**config.mk**
```make
export PLATFORM = sky130hd
export DESIGN_NAME = uart_mem_loader
export DESIGN_NICKNAME = d
export VERILOG_FILES = /design/src/rtl/uart_mem_loader.sv
export SDC_FILE = /design/constraint.sdc
export NUM_CORES = 1
export LEC_CHECK = 0
export ABC_AREA = 1
export BUFFER_PORTS_ARGS = -buffer_cell sky130_fd_sc_hd__buf_4
export CELL_PAD_IN_SITES_DETAIL_PLACEMENT = 1
export CELL_PAD_IN_SITES_GLOBAL_PLACEMENT = 1
export CORE_MARGIN = 10
export CORE_UTILIZATION = 40
export DETAILED_ROUTE_END_ITERATION = 10
export GPL_ROUTABILITY_DRIVEN = 0
export PLACE_DENSITY_LB_ADDON = 0.1
export SLEW_MARGIN = 20
export SYNTH_ARGS = -nofsm -noshare
export SYNTH_HDL_FRONTEND = slang
export SYNTH_SLANG_ARGS = --single-unit
```
**constraint.sdc**
```tcl
create_clock -name clk -period 6 [get_ports clk]
set_input_delay 1.2 -clock clk [delete_from_list [all_inputs] [get_ports clk]]
set_output_delay 1.2 -clock clk [all_outputs]
set_load 0.02 [all_outputs]
```
**src/rtl/uart_mem_loader.sv**
```systemverilog
// -----------------------------------------------------------------------------
// uart_mem_loader
//
// Decodes the host byte stream arriving from the UART receiver into 32-bit
// memory write requests, and latches the host "go" command into the core's
// fetch enable.
//
// Frame format (all fields MSB first):
//   0x02 A3 A2 A1 A0 D3 D2 D1 D0 [D3 D2 D1 D0 ...]   write burst
//   0x04                                             go (sets fetch_en)
//   0x00                                             ignored
// A burst writes consecutive words from the (word-aligned) start address and
// always stops after the word that lands on the last word of a 16-byte block.
//
// Ports:
//   clk          system clock
//   reset        asynchronous, active-high reset
//   rx_valid     one-cycle strobe, rx_data holds a received byte
//   rx_data      received byte
//   mem_req      write request (held until granted)
//   mem_addr     word address of the request, bits [1:0] always 0
//   mem_wdata    write data of the request
//   mem_be       byte enables, always 4'hF
//   mem_gnt      request accepted this cycle
//   fetch_en     core fetch enable, sticky until reset
//   word_cnt     number of granted writes (wraps)
//   err_overrun  sticky: a word was dropped because the slot was busy
//   err_cmd      sticky: unknown command byte seen in IDLE
//   err_timeout  sticky: a frame was abandoned after TIMEOUT_CYCLES idle
// -----------------------------------------------------------------------------
module uart_mem_loader #(
    parameter int TIMEOUT_CYCLES = 50000,
    parameter int CNT_W          = 16
) (
    input  logic             clk,
    input  logic             reset,
    input  logic             rx_valid,
    input  logic [7:0]       rx_data,
    output logic             mem_req,
    output logic [31:0]      mem_addr,
    output logic [31:0]      mem_wdata,
    output logic [3:0]       mem_be,
    input  logic             mem_gnt,
    output logic             fetch_en,
    output logic [CNT_W-1:0] word_cnt,
    output logic             err_overrun,
    output logic             err_cmd,
    output logic             err_timeout
);

    localparam logic [1:0] IDLE = 2'd0;
    localparam logic [1:0] ADDR = 2'd1;
    localparam logic [1:0] DATA = 2'd2;

    localparam int TMR_W = $clog2(TIMEOUT_CYCLES + 1);

    localparam logic [7:0] CMD_NOP   = 8'h00;
    localparam logic [7:0] CMD_WRITE = 8'h02;
    localparam logic [7:0] CMD_GO    = 8'h04;

    logic [1:0]       state_reg;
    logic [1:0]       byte_cnt_reg;
    logic [31:0]      shift_reg;
    logic [31:0]      addr_reg;
    logic [TMR_W-1:0] timer_reg;

    logic             req_reg;
    logic [31:0]      req_addr_reg;
    logic [31:0]      req_data_reg;
    logic             fetch_en_reg;
    logic [CNT_W-1:0] word_cnt_reg;
    logic             err_overrun_reg;
    logic             err_cmd_reg;
    logic             err_timeout_reg;

    logic        last_byte;
    logic [31:0] assembled;
    logic        timeout_hit;
    logic        word_done;
    logic        slot_free;
    logic        grant;

    // The incoming byte completes the field being shifted in when the byte
    // counter is already at 3; the full field is then the shift register's
    // lower three bytes with the new byte appended.
    assign last_byte   = (byte_cnt_reg == 2'd3);
    assign assembled   = {shift_reg[23:0], rx_data};
    // A byte arriving in the same cycle always wins over the timeout.
    assign timeout_hit = (state_reg != IDLE) && !rx_valid &&
                         (timer_reg == TMR_W'(TIMEOUT_CYCLES - 1));
    assign word_done   = rx_valid && (state_reg == DATA) && last_byte;
    // A slot being granted this cycle can be refilled in the same cycle.
    assign slot_free   = !req_reg || mem_gnt;
    assign grant       = req_reg && mem_gnt;

    always_ff @(posedge clk or posedge reset) begin
        if (reset) begin
            state_reg       <= IDLE;
            byte_cnt_reg    <= 2'd0;
            shift_reg       <= 32'd0;
            addr_reg        <= 32'd0;
            timer_reg       <= '0;
            req_reg         <= 1'b0;
            req_addr_reg    <= 32'd0;
            req_data_reg    <= 32'd0;
            fetch_en_reg    <= 1'b0;
            word_cnt_reg    <= '0;
            err_overrun_reg <= 1'b0;
            err_cmd_reg     <= 1'b0;
            err_timeout_reg <= 1'b0;
        end else begin
            // ---------------- request stage ----------------
            if (word_done && slot_free) begin
                req_reg      <= 1'b1;
                req_addr_reg <= addr_reg;
                req_data_reg <= assembled;
            end else if (grant) begin
                req_reg <= 1'b0;
            end

            if (word_done && !slot_free) begin
                err_overrun_reg <= 1'b1;
            end

            if (grant) begin
                word_cnt_reg <= word_cnt_reg + 1'b1;
            end

            // ---------------- inter-byte timer ----------------
            if (state_reg == IDLE || rx_valid || timeout_hit) begin
                timer_reg <= '0;
            end else begin
                timer_reg <= timer_reg + 1'b1;
            end

            // ---------------- frame parser ----------------
            case (state_reg)
                IDLE: begin
                    if (rx_valid) begin
                        case (rx_data)
                            CMD_WRITE: begin
                                state_reg    <= ADDR;
                                byte_cnt_reg <= 2'd0;
                            end
                            CMD_GO:  fetch_en_reg <= 1'b1;
                            CMD_NOP: ;
                            default: err_cmd_reg <= 1'b1;
                        endcase
                    end
                end

                ADDR: begin
                    if (timeout_hit) begin
                        state_reg       <= IDLE;
                        byte_cnt_reg    <= 2'd0;
                        err_timeout_reg <= 1'b1;
                    end else if (rx_valid) begin
                        shift_reg    <= assembled;
                        byte_cnt_reg <= byte_cnt_reg + 2'd1;
                        if (last_byte) begin
                            addr_reg  <= {assembled[31:2], 2'b00};
                            state_reg <= DATA;
                        end
                    end
                end

                DATA: begin
                    if (timeout_hit) begin
                        state_reg       <= IDLE;
                        byte_cnt_reg    <= 2'd0;
                        err_timeout_reg <= 1'b1;
                    end else if (rx_valid) begin
                        shift_reg    <= assembled;
                        byte_cnt_reg <= byte_cnt_reg + 2'd1;
                        if (last_byte) begin
                            // The address advances even when the word was
                            // dropped, so the burst geometry never depends on
                            // memory back-pressure.
                            addr_reg <= addr_reg + 32'd4;
                            if (addr_reg[3:2] == 2'b11) begin
                                state_reg <= IDLE;
                            end
                        end
                    end
                end

                default: begin
                    state_reg    <= IDLE;
                    byte_cnt_reg <= 2'd0;
                end
            endcase
        end
    end

    assign mem_req     = req_reg;
    assign mem_addr    = req_addr_reg;
    assign mem_wdata   = req_data_reg;
    assign mem_be      = 4'hF;
    assign fetch_en    = fetch_en_reg;
    assign word_cnt    = word_cnt_reg;
    assign err_overrun = err_overrun_reg;
    assign err_cmd     = err_cmd_reg;
    assign err_timeout = err_timeout_reg;

endmodule

```
After elaboration in Yosys (flattened, before gate mapping). Index checks and enable logic that the tools add are counted.

Register bits: 161. Output and inout bits: 89. Word-level logic and storage cells: 92.

Add/subtract/negate cells: 4. Eq/ne operators: 21. Multiplexer cells: 25. Bitwise logic cells: 2. Reduce and logical (&&, ||, !) cells: 27.

Operators with widths (count): two-way mux 32 bit (6); one-hot mux 32 bit (2 select lines) (1); adder 16 x 1 -> 16 bit (second input constant) (2); adder 32 x 3 -> 32 bit (second input constant) (1); two-way mux 2 bit (13); == test 16 bit (second input constant) (1); two-way mux 16 bit (1); != test 2 bit (second input constant) (7); AND reduction 7 bit (2); != test 3 bit (second input constant) (4); AND reduction 3 bit (4); == test 8 x 2 -> 1 bit (second input constant) (1); == test 8 x 3 -> 1 bit (second input constant) (1); logical NOT 8 bit (1); logical AND 1 bit (7); == test 2 bit (second input constant) (3); one-hot mux 2 bit (3 select lines) (1); nonzero test 2 bit (3); one-hot mux 2 bit (2 select lines) (1); logical NOT 1 bit (3); logical OR 1 bit (3); != test 3 x 1 -> 1 bit (second input constant) (1); != test 3 x 2 -> 1 bit (second input constant) (1); OR reduction 3 bit (1); other kinds (8) (10).

Depth between registers and ports, before layout.
Depth in word-level cells: 6. Gate-level depth with buffers: 11. Mapped depth without buffers: 10.

Worst setup path after synthesis. No wires, ideal clock.

Path type: input-to-reg. Start: input mem_gnt. End: register req_addr_reg[10] (netlist: mem_addr[10]). Arrival: 1.973 ns. Required time: 5.872 ns. Setup slack: 3.899 ns. Stages on the path: 5. Path buffers: 1. Cell sequence: nand2_2 > nand2_1 > nand2_2 > buf_6 > mux2_1.

Cells in the longest elaborated chain, start to end: 2.

RTL lines: start: declaration (RTL line 43) `input logic mem_gnt,`; logical OR 1 bit (RTL line 93) `assign slot_free = !req_reg || mem_gnt;`; logical AND 1 bit (RTL line 113) `if (word_done && slot_free) begin`; end signal: assignment (RTL line 115) `req_addr_reg <= addr_reg;`; end: declaration (RTL line 68) `logic [31:0] req_addr_reg;`.

No other way between the ends. A chain may end at the register's enable or synchronous reset.

Worst setup path after layout.
Start: register state_reg[0]. End: register req_addr_reg[18] (netlist: mem_addr[18]).

Cells in the longest elaborated chain, start to end: 4.

RTL lines: start: declaration (RTL line 61) `logic [1:0] state_reg;`; start signal: assignment (RTL line 98) `state_reg <= IDLE;`; start signal: assignment (RTL line 142) `state_reg <= ADDR;`; start signal: assignment (RTL line 154) `state_reg <= IDLE;`; == test 2 bit (RTL line 91) `assign word_done = rx_valid && (state_reg == DATA) && last_byte;`; logical AND 1 bit (2 in series) (RTL line 91); logical AND 1 bit (RTL line 113).

No other way between the ends.

==> results list <==
- The flow ran to the end, and the final reports show no timing, DRC or antenna violations.
* Maximum operating frequency: 311 MHz
- Maximum buffer depth of the clock tree: 2
* Most used flip-flop cell after synthesis: sky130_fd_sc_hd__dfrtp_1
* Initial cell density of the core: 0.406
* Pin slew with the least headroom to its limit: 0.792 ns
- Dividing the detail-routed wire length by the instance count gives 16.8 um.
- In this run the post-CTS setup repair buffer count came out at 0.
* Endpoint class of the critical path: flop
* Count of cells along the worst register-to-register path: 9
- Sequential cell area: 0.00393 mm2
- Entering global routing, the biggest net connects 112 pins.
* I/O Pins: 101
- Worst-Skew Late Latency: 0.44 ns
- CP Data Required Time: 6.36 ns
- Of the post-synthesis cell area, the dominant cell type holds 0.498.
- Maximum level of the CTS H-tree: 4
- Unrepaired setup endpoints after global routing: false
- Of the synthesized area, sequential elements account for 0.498.
* Share of the clock period used by the worst path: 0.537
- Global-route usage over all layers: 0.183
- Die width: 160 um
* Rel. slew slack: 0.472
* Worst hold path stage count: 1
- After synthesis, the share of flip-flops with an asynchronous set or reset is 1.00.
* Core outline area: 0.0194 mm2
- Type of the worst setup path: reg -> reg
- Die area: 0.0257 mm2
* Number of clock sinks seen by CTS: 157
* Gate count of the mapped netlist: 1,000
- Detailed Place HPWL: 16.6 mm
- Number of library cell types mapped by synthesis: 39
- DRC violations left: 0
- In this run the clock root is driven by a sky130_fd_sc_hd__clkbuf_16.
- The worst-case IR drop observed on VDD is 252 uV.
- Worst Hold Class: reg -> reg
* Max-cap violation count: 0
- The first TritonRoute pass finished after 5 iterations.
* Number of I/O port buffers: 94
* Period minus WS final: 3.22 ns
* Mean area per synthesized cell: 7.88 um2
* Total area of multi-input combinational cells: 0.00326 mm2
- Worst Path Max Fanout: 80
- Aggregate negative setup slack: 0 ns
- Setup violations remaining at the end of the flow were counted as 0.
* Aggregate routed wire length: 22.8 mm
* Initial antenna violation count: 0
- Summed area of non-filler cells in the final layout: 0.00934 mm2
- Worst hold slack: 0.470 ns
- The number of clock buffers added by TritonCTS is 17.
* Global-route wire length before repair: 38.1 mm
- For this block, the via count after detailed routing is 6,733.
* Floorplan row count: 51
- In this run the power density over the cells is 471 mW/mm2.
- Final worst clock skew: 0.0132 ns
- Post-CTS repair changed the size of 0 cells.
* Count of nets after finishing: 1,102
- Synthesized flop and latch total: 157
* Summed instance area of the synthesized netlist: 0.00788 mm2
- Share of post-route cells with drive strength above 1: 0.171
* Clock Pin Slew Worst Setup and Hold Paths: 0.07 ns
- During synthesis, Yosys emitted a total of 0 warnings.
- Of all cell types, the one taking the most synthesized area is sky130_fd_sc_hd__dfrtp_1.
- Max FFs per register: 32
- The placed instances occupy a cell area of 0.00872 mm2.
- Hold violation count in the final report: 0
- 0 antenna diodes ended up in the layout.
- Data arrives at the worst endpoint at 3.58 ns.
* 1st-iter DRT viols: 438
* Routed Antenna Nets: 0
* Layout fillers: 2,457
- The number of max-slew violations in the final report was 0.
- Vias in the first global route: 7,029
- Number of synthesized flops with an enable pin: 0
- Leakage power total: 4.58 nW
- Hold-fix buffers at CTS: 0
* Leading cell types by total area after synthesis: sky130_fd_sc_hd__dfrtp_1 50%, sky130_fd_sc_hd__nand2_1 14%, sky130_fd_sc_hd__inv_1 5.7%, sky130_fd_sc_hd__nor2_1 4.6%, sky130_fd_sc_hd__o21ai_1 3.8%
- Dividing the detail-routed via count by the number of cells gives 4.95.
- STA classifies the critical path startpoint as a flop.
* CTS tree: done
- From synthesis to final layout, the design area changed by 18.5%.
- Die H: 160 um
* GR Overflow Total: 0
-- cells by family (layout without fill, tap and decap cells) --
logic type	Yosys count	after routing	synth area share
xor gates and xnor gates	16	16	0.0178
DFF	157	157	0.498
muxes	2	2	0.00286
and+or+nand+nor	498	498	0.267
other	2	6	0.000953
buffers and inverters	162	254	0.0906
AOI/OAI and AO/OA	156	156	0.111
adders and majority gates	7	7	0.0111
-- final timing paths --
kind	from	slack (ns)	end
hold / removal	timer_reg[0]$_DFF_PP0_	0.47	timer_reg[0]$_DFF_PP0_
setup reg to reg	state_reg[0]$_DFFE_PP0P_	2.78	mem_addr[18]$_DFFE_PP0P_
setup / recovery	state_reg[0]$_DFFE_PP0P_	2.78	mem_addr[18]$_DFFE_PP0P_
min in group asynchronous	reset	0.88	word_cnt[14]$_DFFE_PP0P_
max in group asynchronous	reset	3.99	mem_addr[31]$_DFFE_PP0P_
hold reg to reg	timer_reg[0]$_DFF_PP0_	0.47	timer_reg[0]$_DFF_PP0_
-- synthesized netlist by cell type (3+ instances only) --
library cell and count:
sky130_fd_sc_hd__o21ai_0 42, sky130_fd_sc_hd__xnor2_1 5, sky130_fd_sc_hd__o21ai_2 17, sky130_fd_sc_hd__xor2_1 11, sky130_fd_sc_hd__dfrtp_1 157, sky130_fd_sc_hd__buf_2 10, sky130_fd_sc_hd__o21ai_1 60, sky130_fd_sc_hd__inv_1 120
sky130_fd_sc_hd__nand2_2 24, sky130_fd_sc_hd__nand3b_1 3, sky130_fd_sc_hd__nand2_1 298, sky130_fd_sc_hd__buf_12 3, sky130_fd_sc_hd__ha_1 7, sky130_fd_sc_hd__o21bai_1 3, sky130_fd_sc_hd__nor2_2 4, sky130_fd_sc_hd__a211oi_1 4
sky130_fd_sc_hd__clkbuf_1 12, sky130_fd_sc_hd__nor3_1 13, sky130_fd_sc_hd__nand4_1 7, sky130_fd_sc_hd__a21oi_1 25, sky130_fd_sc_hd__buf_4 9, sky130_fd_sc_hd__nand3_1 42, sky130_fd_sc_hd__nor2_1 97, sky130_fd_sc_hd__inv_2 5
-- report_power, final --
part	leakage (nW)	internal [W]	switching, W	total (W)
Clock	0.297	0.000681	0.000467	0.00115
Combinational	2.20	0.000535	0.00111	0.00165
Sequential	2.08	0.00136	0.000248	0.00161
-- stage by stage --
step | std cells | total power [W] | setup slack, ns | util
after floorplan | 1004 | 0.00274 | 0.565 | -
after global placement | 1329 | 0.00323 | 2.89 | 0.450
after detailed placement | 1329 | 0.00327 | 2.80 | 0.450
after CTS | 1361 | 0.00446 | 2.75 | 0.481
after global routing | 1361 | 0.00475 | 2.46 | 0.481
final | 1361 | 0.00440 | 2.78 | 0.481
-- metal layers --
layer | vias to the layer above | share of wire | routed length [um] | track usage
met1 | 3291 | 0.49 | 11100 | 0.249
li1 | 3307 | - | - | -
met4 | 0 | 0.014 | 323 | 0.0576
met2 | 113 | 0.46 | 10400 | 0.282
met3 | 22 | 0.042 | 967 | 0.0412
met5 | - | 0 | 0 | 0
-- cells in the final DEF (no fill, tap or decap), types with 4 or more instances in the layout --
cell                          n
sky130_fd_sc_hd__nand3_1     42
sky130_fd_sc_hd__a21oi_1     25
sky130_fd_sc_hd__o21ai_0     42
sky130_fd_sc_hd__buf_4       97
sky130_fd_sc_hd__a211oi_1     4
sky130_fd_sc_hd__nand2_1    298
sky130_fd_sc_hd__xor2_1      11
sky130_fd_sc_hd__inv_2        5
sky130_fd_sc_hd__inv_1      119
sky130_fd_sc_hd__ha_1         7
sky130_fd_sc_hd__clkbuf_16   17
sky130_fd_sc_hd__o21ai_2     17
sky130_fd_sc_hd__nor3_1      13
sky130_fd_sc_hd__o21ai_1     60
sky130_fd_sc_hd__nor2_1      97
sky130_fd_sc_hd__conb_1       6
sky130_fd_sc_hd__nand4_1      7
sky130_fd_sc_hd__dfrtp_1    157
sky130_fd_sc_hd__xnor2_1      5
sky130_fd_sc_hd__nand2_2     23
sky130_fd_sc_hd__nor2_2       4
-- final cells by class --
cell class              instances  share of cell area
flip-flops and latches        157               0.421
multi-input cells             685               0.349
repair buffers                 97              0.0780
inverters                     125              0.0510
clock buffers                  20              0.0489
well taps                     265              0.0355
clock inverters                12              0.0170
-- worst max-delay path: stages, from the launching register on --
cell	delay [ns]
sky130_fd_sc_hd__dfrtp_1	0.38
sky130_fd_sc_hd__inv_1	0.09
sky130_fd_sc_hd__ha_1	0.22
sky130_fd_sc_hd__buf_4	0.27
sky130_fd_sc_hd__inv_2	0.62
sky130_fd_sc_hd__nor2_2	0.19
sky130_fd_sc_hd__nand2_4	0.39
sky130_fd_sc_hd__buf_4	0.66
sky130_fd_sc_hd__nand2_1	0.14
sky130_fd_sc_hd__o21ai_1	0.12
Power figures use the tool's default switching activity.
